## config.mk

```make
export PLATFORM = sky130hd
export DESIGN_NAME = cpu_ext_trace_clk_gen_flat
export DESIGN_NICKNAME = d
export VERILOG_FILES = /design/src/rtl/cpu_ext_trace_clk_gen_if.sv /design/src/rtl/cpu_ext_trace_clk_gen.sv /design/src/flat_wrapper.sv
export SDC_FILE = /design/constraint.sdc
export NUM_CORES = 1
export LEC_CHECK = 0
export CAP_MARGIN = 15
export CORE_MARGIN = 4
export CORE_UTILIZATION = 60
export CTS_CLUSTER_DIAMETER = 60
export DETAILED_ROUTE_END_ITERATION = 7
export PLACE_DENSITY = 0.81
export SLEW_MARGIN = 25
export SYNTH_ARGS = -nofsm -noshare
export SYNTH_HDL_FRONTEND = slang
export SYNTH_SLANG_ARGS = --single-unit
```

## constraint.sdc

```tcl
create_clock -name clk -period 4.6 [get_ports clk]
set_input_delay 0.92 -clock clk [delete_from_list [all_inputs] [get_ports clk]]
set_output_delay 0.92 -clock clk [all_outputs]
set_load 0.02 [all_outputs]
```

## src/rtl/cpu_ext_trace_clk_gen_if.sv

```systemverilog
// ---------------------------------------------------------------------------
// cpu_ext_trace_clk_gen_if
//
// Purpose : Bundles the configuration bus and the per-channel trace clock
//           outputs of cpu_ext_trace_clk_gen.
//
// Signals : cfg_wr     single-cycle configuration write strobe
//           cfg_chan   target channel of a write (values >= NUM_CH ignored)
//           cfg_div    divide ratio D (0 disables the channel)
//           cfg_phase  starting count P
//           sync_all   reload every enabled channel counter from its phase
//           clk_en     per-channel one-cycle enable pulse, once per period
//           clk_out    per-channel divided square wave
//           locked     per-channel "has run LOCK_CYCLES periods" flag
//
// Modports: master drives configuration and observes the outputs,
//           slave (the generator) receives configuration and drives outputs.
// ---------------------------------------------------------------------------
interface cpu_ext_trace_clk_gen_if #(
  parameter int NUM_CH = 2,
  parameter int DIV_W  = 8
);

  logic              cfg_wr;
  logic [2:0]        cfg_chan;
  logic [DIV_W-1:0]  cfg_div;
  logic [DIV_W-1:0]  cfg_phase;
  logic              sync_all;

  logic [NUM_CH-1:0] clk_en;
  logic [NUM_CH-1:0] clk_out;
  logic [NUM_CH-1:0] locked;

  modport master (
    output cfg_wr,
    output cfg_chan,
    output cfg_div,
    output cfg_phase,
    output sync_all,
    input  clk_en,
    input  clk_out,
    input  locked
  );

  modport slave (
    input  cfg_wr,
    input  cfg_chan,
    input  cfg_div,
    input  cfg_phase,
    input  sync_all,
    output clk_en,
    output clk_out,
    output locked
  );

endinterface

```

## src/rtl/cpu_ext_trace_clk_gen.sv

```systemverilog
// ---------------------------------------------------------------------------
// cpu_ext_trace_clk_gen
//
// Purpose : Multi-channel clock-enable generator for the Nios II external
//           trace path. Each of NUM_CH channels divides the system clock by a
//           run-time programmable ratio with a programmable starting phase and
//           produces a one-cycle enable strobe, a square wave and a lock flag.
//
// Ports   : clk      system clock (only clock)
//           reset_n  asynchronous active-low reset
//           bus      cpu_ext_trace_clk_gen_if.slave
//                      in : cfg_wr, cfg_chan, cfg_div, cfg_phase, sync_all
//                      out: clk_en, clk_out, locked (all registered)
//
// Parameters:
//           NUM_CH       number of channels (1..8)
//           DIV_W        width of divide / phase fields
//           DEFAULT_DIV  divide ratio of every channel after reset
//           LOCK_CYCLES  completed periods after a write before locked rises
// ---------------------------------------------------------------------------
module cpu_ext_trace_clk_gen #(
  parameter int NUM_CH      = 2,
  parameter int DIV_W       = 8,
  parameter int DEFAULT_DIV = 2,
  parameter int LOCK_CYCLES = 5
) (
  input  logic                     clk,
  input  logic                     reset_n,
  cpu_ext_trace_clk_gen_if.slave   bus
);

  localparam int                LOCK_W   = $clog2(LOCK_CYCLES + 1);
  localparam logic [LOCK_W-1:0] LOCK_MAX = LOCK_W'(LOCK_CYCLES);
  localparam logic [DIV_W-1:0]  DIV_RST  = DIV_W'(DEFAULT_DIV);
  localparam logic [DIV_W-1:0]  CNT_RST  = DIV_W'(DEFAULT_DIV - 1);

  // Per-channel registered state
  logic [DIV_W-1:0]  div_q   [NUM_CH];
  logic [DIV_W-1:0]  phase_q [NUM_CH];
  logic [DIV_W-1:0]  cnt_q   [NUM_CH];
  logic [LOCK_W-1:0] lock_q  [NUM_CH];
  logic [NUM_CH-1:0] en_q;
  logic [NUM_CH-1:0] out_q;
  logic [NUM_CH-1:0] locked_q;

  // Next-state values
  logic [DIV_W-1:0]  div_d   [NUM_CH];
  logic [DIV_W-1:0]  phase_d [NUM_CH];
  logic [DIV_W-1:0]  cnt_d   [NUM_CH];
  logic [LOCK_W-1:0] lock_d  [NUM_CH];
  logic [NUM_CH-1:0] en_d;
  logic [NUM_CH-1:0] out_d;
  logic [NUM_CH-1:0] locked_d;

  // Helpers
  logic              wr_hit  [NUM_CH];
  logic [DIV_W-1:0]  wr_phase;
  logic [DIV_W:0]    half    [NUM_CH];

  // An out-of-range phase falls back to 0 so cnt always stays below div.
  always_comb begin
    wr_phase = (bus.cfg_phase < bus.cfg_div) ? bus.cfg_phase : '0;
  end

  // Channel next-state. Priority: write > disabled > resync > wrap > count.
  // A write therefore swallows a coincident wrap (no lock increment), and a
  // resync reloads cnt without counting as a wrap. Outputs are decoded from
  // the next state so the output flops line up with the new cnt.
  always_comb begin
    for (int i = 0; i < NUM_CH; i++) begin
      div_d[i]   = div_q[i];
      phase_d[i] = phase_q[i];
      cnt_d[i]   = cnt_q[i];
      lock_d[i]  = lock_q[i];
      wr_hit[i]  = bus.cfg_wr && (bus.cfg_chan == 3'(i));

      if (wr_hit[i]) begin
        div_d[i]   = bus.cfg_div;
        phase_d[i] = wr_phase;
        cnt_d[i]   = wr_phase;
        lock_d[i]  = '0;
      end else if (div_q[i] == '0) begin
        cnt_d[i] = '0;
      end else if (bus.sync_all) begin
        cnt_d[i] = phase_q[i];
      end else if (cnt_q[i] == div_q[i] - 1'b1) begin
        cnt_d[i] = '0;
        if (lock_q[i] != LOCK_MAX) begin
          lock_d[i] = lock_q[i] + 1'b1;
        end
      end else begin
        cnt_d[i] = cnt_q[i] + 1'b1;
      end

      // ceil(D/2): the high portion of the square wave gets the odd cycle.
      half[i]     = ({1'b0, div_d[i]} + 1'b1) >> 1;
      en_d[i]     = (div_d[i] != '0) && (cnt_d[i] == '0);
      out_d[i]    = (div_d[i] != '0) && ({1'b0, cnt_d[i]} < half[i]);
      locked_d[i] = (div_d[i] != '0) && (lock_d[i] == LOCK_MAX);
    end
  end

  // State and output registers. Reset leaves cnt one below the default
  // divide so the first edge after release produces a wrap and a strobe.
  always_ff @(posedge clk or negedge reset_n) begin
    if (!reset_n) begin
      for (int i = 0; i < NUM_CH; i++) begin
        div_q[i]   <= DIV_RST;
        phase_q[i] <= '0;
        cnt_q[i]   <= CNT_RST;
        lock_q[i]  <= '0;
      end
      en_q     <= '0;
      out_q    <= '0;
      locked_q <= '0;
    end else begin
      for (int i = 0; i < NUM_CH; i++) begin
        div_q[i]   <= div_d[i];
        phase_q[i] <= phase_d[i];
        cnt_q[i]   <= cnt_d[i];
        lock_q[i]  <= lock_d[i];
      end
      en_q     <= en_d;
      out_q    <= out_d;
      locked_q <= locked_d;
    end
  end

  assign bus.clk_en  = en_q;
  assign bus.clk_out = out_q;
  assign bus.locked  = locked_q;

endmodule
```

## src/flat_wrapper.sv

```systemverilog
// flat-port wrapper written by rule: the top's interface ports become plain ports
module cpu_ext_trace_clk_gen_flat 
#(
  parameter int NUM_CH      = 2,
  parameter int DIV_W       = 8,
  parameter int DEFAULT_DIV = 2,
  parameter int LOCK_CYCLES = 5
)
  (clk, reset_n, bus_cfg_wr, bus_cfg_chan, bus_cfg_div, bus_cfg_phase, bus_sync_all, bus_clk_en, bus_clk_out, bus_locked);
  cpu_ext_trace_clk_gen_if #(.NUM_CH(NUM_CH), .DIV_W(DIV_W)) bus_i ();
  input  logic clk;
  input  logic reset_n;
  input wire logic [$bits(bus_i.cfg_wr)-1:0] bus_cfg_wr;
  input wire logic [$bits(bus_i.cfg_chan)-1:0] bus_cfg_chan;
  input wire logic [$bits(bus_i.cfg_div)-1:0] bus_cfg_div;
  input wire logic [$bits(bus_i.cfg_phase)-1:0] bus_cfg_phase;
  input wire logic [$bits(bus_i.sync_all)-1:0] bus_sync_all;
  output wire logic [$bits(bus_i.clk_en)-1:0] bus_clk_en;
  output wire logic [$bits(bus_i.clk_out)-1:0] bus_clk_out;
  output wire logic [$bits(bus_i.locked)-1:0] bus_locked;
  assign bus_i.cfg_wr = bus_cfg_wr;
  assign bus_i.cfg_chan = bus_cfg_chan;
  assign bus_i.cfg_div = bus_cfg_div;
  assign bus_i.cfg_phase = bus_cfg_phase;
  assign bus_i.sync_all = bus_sync_all;
  assign bus_clk_en = bus_i.clk_en;
  assign bus_clk_out = bus_i.clk_out;
  assign bus_locked = bus_i.locked;
  cpu_ext_trace_clk_gen #(.NUM_CH(NUM_CH), .DIV_W(DIV_W), .DEFAULT_DIV(DEFAULT_DIV), .LOCK_CYCLES(LOCK_CYCLES)) u_core (.clk(clk), .reset_n(reset_n), .bus(bus_i));
endmodule
```

* After elaboration in Yosys (flattened, before gate mapping)
Index checks and enable logic that the tools add are counted.
** Storage, ports and cells
- Output and inout port bits :: 6
- Word-level logic and storage cells :: 65
- Register bits after elaboration :: 60
** Operators by class
- Add/subtract/negate cells :: 8
- Equality and inequality tests :: 7
- Muxes and demuxes :: 21
- Reductions and logical operators :: 15
- $lt $le $gt $ge :: 3
** Operators by type and width (count)
- $mux W8 :: 11
- $logic_not A8 Y1 :: 4
- $mux W3 :: 10
- $lt A8 B8 Y1 :: 3
- $add A8 B1 Y9 const B :: 2
- $add A8 B1 Y8 const B :: 2
- $eq A8 B8 Y1 :: 2
- $reduce_bool A8 Y1 :: 2
- $sub A8 B1 Y8 const B :: 2
- $logic_and A1 B1 Y1 :: 8
- $add A3 B1 Y3 const B :: 2
- $eq A3 B3 Y1 const B :: 2
- $ne A3 B3 Y1 const B :: 2
- $eq A3 B1 Y1 const B :: 1
- $logic_not A3 Y1 :: 1

* Longest topological paths before layout
- Word-level depth :: 8
- Depth in mapped cells :: 15
- Mapped depth without buffers :: 15

* Least setup slack after synthesis
No wires, ideal clock.
- Path kind :: input to register
- Start point :: in bus_cfg_chan[1]
- End point :: reg u_core.out_q[0] (netlist: u_core.bus.clk_out[0])
- Setup slack :: 0.754 ns
- Data arrival time :: 3.780 ns
- Stages on the path :: 15
- Path buffers :: 1
- Library setup time :: 0.066 ns
- Cells stage by stage :: nor4b_1 clkbuf_1 nor2_1 a21oi_1 inv_1 ha_1 and3_1 nand3_1 xnor2_1 ha_1 a21o_1 a21o_1 a211oi_1 o2111ai_1 nand2_1
** RTL lines
- from (decl) :: RTL line flat_wrapper.sv:14 : input wire logic [$bits(bus_i.cfg_chan)-1:0] bus_cfg_chan;
- to (signal assigned) :: RTL line cpu_ext_trace_clk_gen.sv:124 : out_q <= out_d;
- to (decl) :: RTL line cpu_ext_trace_clk_gen.sv:43 : logic [NUM_CH-1:0] out_q;

==> results by group <==
Synth
  – Post-synthesis adder-cell area fraction: 0.1038
  – Syn Area/Cell: 9.436 µm²
  – YS warnings: 0
  – Synth Area in Compound Gates: 0.1949
  – Mapped Area: 4218 µm²
  – Largest family of logic cells by synthesized area: compound AO/OA/AOI/OAI gates
  – XOR/XNOR share of the synthesized area: 0.08929
  – Synth unique cells: between 50 and 60
  – Post-synth EDFFs: 0
  – Main synth FF type: dfrtp_1
  – Syn Inst Count: about 450
  – Post-Synth Simple-Gate Area: 0.1750
  – Synthesized net count: 505
  – Seq cells post-synth: 60
  – Synth async-reset ratio: 1.000
  – Proportion of synthesized area in mux cells: 0.03085
  – Sequential-to-total area share from yosys stat: 0.3572

STA
  – Slew @ Worst Pin: around 0.76 ns
  – Worst Clk Skew: 0.01217 ns
  – Setup TNS: 0 ns
  – Fin crit share: 0.9208
  – Period minus WS final: approximately 4.2 ns
  – Final Hold Viols: 0
  – RSZ-0062 raised after global routing: no
  – Headroom to the max-slew limit: 0.4898
  – Setup slack after layout: about 0.36 ns
  – Slew Viols, Final: 0
  – Max Freq: between 200 and 250 MHz
  – Final setup violating endpoints: 0

Worst setup path
  – Worst-path fanout max: 6
  – Crit path to: u_core.bus.clk_out[0]
  – Largest stage delay on the critical path: between 0.8 and 0.9 ns
  – Slowest stage cell on the critical path: or4b_2
  – RR Endpoint: u_core.bus.clk_out[1]
  – FF-to-FF Start: u_core.div_q[1]
  – Register-to-Register Path Depth: 14
  – Critical path class: primary input to flip-flop
  – CP endpoint kind: flip-flop
  – Reg2Reg Setup Slack: around 0.38 ns
  – Worst Path Arrival: 4.52 ns
  – Crit path cell chain: clkdlybuf4s50_1 -> or4b_2 -> a21oi_1 -> inv_1 -> ha_1 -> and3_1 -> nand3_1 -> xnor2_1 -> ha_1 -> a21o_1 -> a21o_1 -> a211oi_1 -> o2111ai_1 -> nand2_1
  – Worst Path Required: approximately 4.9 ns
  – Beginning of the critical path: bus_cfg_chan[1]
  – Critical path launch point type: primary input

Clock network
  – CTS Sinks: 60
  – # resized after CTS: 0
  – Clock slew at reported path FFs: roughly 0.07 ns
  – CTS Buf Count: 9
  – Cts hold-fix bufs: 0
  – Root Buffer: clkbuf_8
  – CTS tree: built
  – CTS H-Tree Depth: 3
  – Clk buf depth: 2
  – Clk_lat worst skew: between 0.3 and 0.4 ns
  – Post-CTS setup buffers: 0

Floorplanning
  – Core box area: 6794 µm²
  – Die outline width: approximately 90 µm
  – IO Count: 29
  – Num rows: 30
  – Initial core utilization: 0.6208
  – Die height: 91.85 µm
  – Die area: between 8000 and 9000 µm²

Power and ir drop
  – Peak supply drop: approximately 0.28 mV
  – Reg power frac: 0.374
  – Switching share of power: 0.3727
  – Pint: 0.001324 W
  – Cell Pwr Density: 433.3 nW/µm²
  – Clock share of power: 0.243
  – Combinational Power Share: 0.384
  – P_leak: about 2.3 nW
  – P_sw: approximately 0.00079 W

Route
  – DRC: 0
  – DR vias: 3,735
  – DRT antenna net count: 0
  – DR pass1 iterations: 5
  – Final wirelength: about 11,000 µm
  – DR WL/cell: 18.91 µm
  – DR vias/cell: 6.374
  – DRT iter0 DRCs: 316

Run status
  – Outcome: completed

Job
  – Total of max-cap violations: 0

Global route
  – Vias in the first global route: 3,687
  – First-pass GRT wire length: roughly 18,000 µm
  – Largest net degree at the start of global routing: 61
  – GRT Util Overall: 0.2706
  – Initial antenna violation count: 0
  – Remaining global-route overflow: 0

Min path
  – Hold Crit Class: flip-flop to flip-flop

Layout
  – Layout Nets: 544
  – Most common cell after layout, fill and taps aside: dfrtp_1
  – Fillers: 526
  – Final antenna diode count: 0
  – Share of layout cells above drive strength 1: 0.08776
  – P&R area growth vs syn: 15.54%
  – Most frequent cells in the layout: dfrtp_1, inv_1, ha_1

Place
  – HPWL Detailed: 8417 µm
  – Placer Congestion: just over 0.9
  – Pre-CTS setup slack: between 0.06 and 0.07 ns
  – # port buffers: 28
==> Yosys cell counts, types with 2 or more instances <==
master	instances	area, µm²
a2111oi_0	2	17.52
a211oi_1	5	37.54
a21boi_0	3	22.52
a21o_1	8	60.06
a21oi_1	18	90.09
a221o_1	2	20.02
a222oi_1	4	40.04
a22o_1	20	175.2
a22oi_1	6	45.04
a311oi_1	2	17.52
a31oi_1	5	31.28
and2_1	3	18.77
and3_1	6	37.54
and3b_1	2	17.52
clkbuf_1	11	41.29
dfrtp_1	56	1401
dfstp_2	4	105.1
ha_1	35	437.9
inv_1	40	150.1
mux2i_1	13	130.1
nand2_1	19	71.32
nand2b_1	5	31.28
nand3_1	18	90.09
nand4_1	7	43.79
nor2_1	23	86.33
nor2b_1	8	50.05
nor3_1	16	80.08
nor4_1	7	43.79
nor4bb_1	2	20.02
o211ai_1	3	22.52
o21ai_0	17	85.08
o21bai_1	4	30.03
o41ai_1	2	17.52
or2_2	2	12.51
or3_1	4	25.02
xnor2_1	29	254.0
xor2_1	14	122.6
==> how the worst min path moves through the flow <==
| stage | from | endpoint | cells past startpoint |
|---|---|---|---|
| floorplan | u_core.phase_q[2] | u_core.phase_q[2] | 1 |
| global placement | u_core.phase_q[2] | u_core.phase_q[2] | 1 |
| detailed placement | u_core.phase_q[2] | u_core.phase_q[2] | 1 |
| CTS | u_core.phase_q[2] | u_core.phase_q[2] | 1 |
| global route | u_core.phase_q[2] | u_core.phase_q[2] | 1 |
| finish | u_core.phase_q[2] | u_core.phase_q[2] | 1 |
==> routing by layer <==
metal	vias to the layer above	global-route usage	part of all wire
met5	-	0	0
met4	0	0.1064	0.024
met3	25	0.05660	0.065
met2	157	0.4428	0.47
met1	1836	0.3509	0.44
li1	1717	-	-
==> cell families after synthesis <==
group,count (synthesis)
adder cells (fa/ha/maj),35
flip-flops,60
multiplexers,13
AND/OR/NAND/NOR,133
buffers and inverters,53
AO/OA/AOI/OAI,110
XOR/XNOR,43
==> critical path, delay by kind of cell <==
family / cells / cell delay (ns)
compound gates: 5 / 1.14
xor+xnor: 1 / 0.13
fa+ha+maj: 2 / 0.50
buf+inv: 2 / 0.60
simple gates: 4 / 1.22
==> per-stage QoR <==
step / util / instance area, µm² / hold slack (ns) / power [W] / instances
finish: 0.7173 / 4873 / 0.4887 / 0.002111 / 586
global route: 0.7173 / 4873 / 0.5135 / 0.002231 / 586
floorplan: - / 4218 / 0.4497 / 0.001340 / 447
CTS: 0.7173 / 4873 / 0.4924 / 0.002100 / 586
global placement: 0.6860 / 4661 / 0.4602 / 0.001542 / 571
detailed placement: 0.6860 / 4661 / 0.4780 / 0.001585 / 571
==> registers in the layout, summed over array words and instances (netlist names) <==
name and count:
u_core.bus.clk_out 2, u_core.phase_q 16, u_core.bus.locked 2, u_core.cnt_q 16, u_core.bus.clk_en 2, u_core.lock_q 6, u_core.div_q 16
==> power by group through the flow <==
stage / clock [W] / combinational [W] / sequential (W)
after floorplan: 0 / 0.000580 / 0.000760
after global placement: 0 / 0.000756 / 0.000786
after detailed placement: 0 / 0.000793 / 0.000792
after CTS: 0.000517 / 0.000800 / 0.000784
after global routing: 0.000538 / 0.000889 / 0.000804
final: 0.000512 / 0.000810 / 0.000789
==> layout make-up <==
class	instances	area, µm²	area share
Sequential cell	60	1506	0.3091
Timing Repair Buffer	41	372.9	0.07651
Inverter	40	150.1	0.03081
Clock buffer	14	182.7	0.03748
Clock inverter	1	30.03	0.006162
Tap cell	96	120.1	0.02465
Multi-Input combinational cell	334	2511	0.5153
Power figures use the tool's default switching activity.
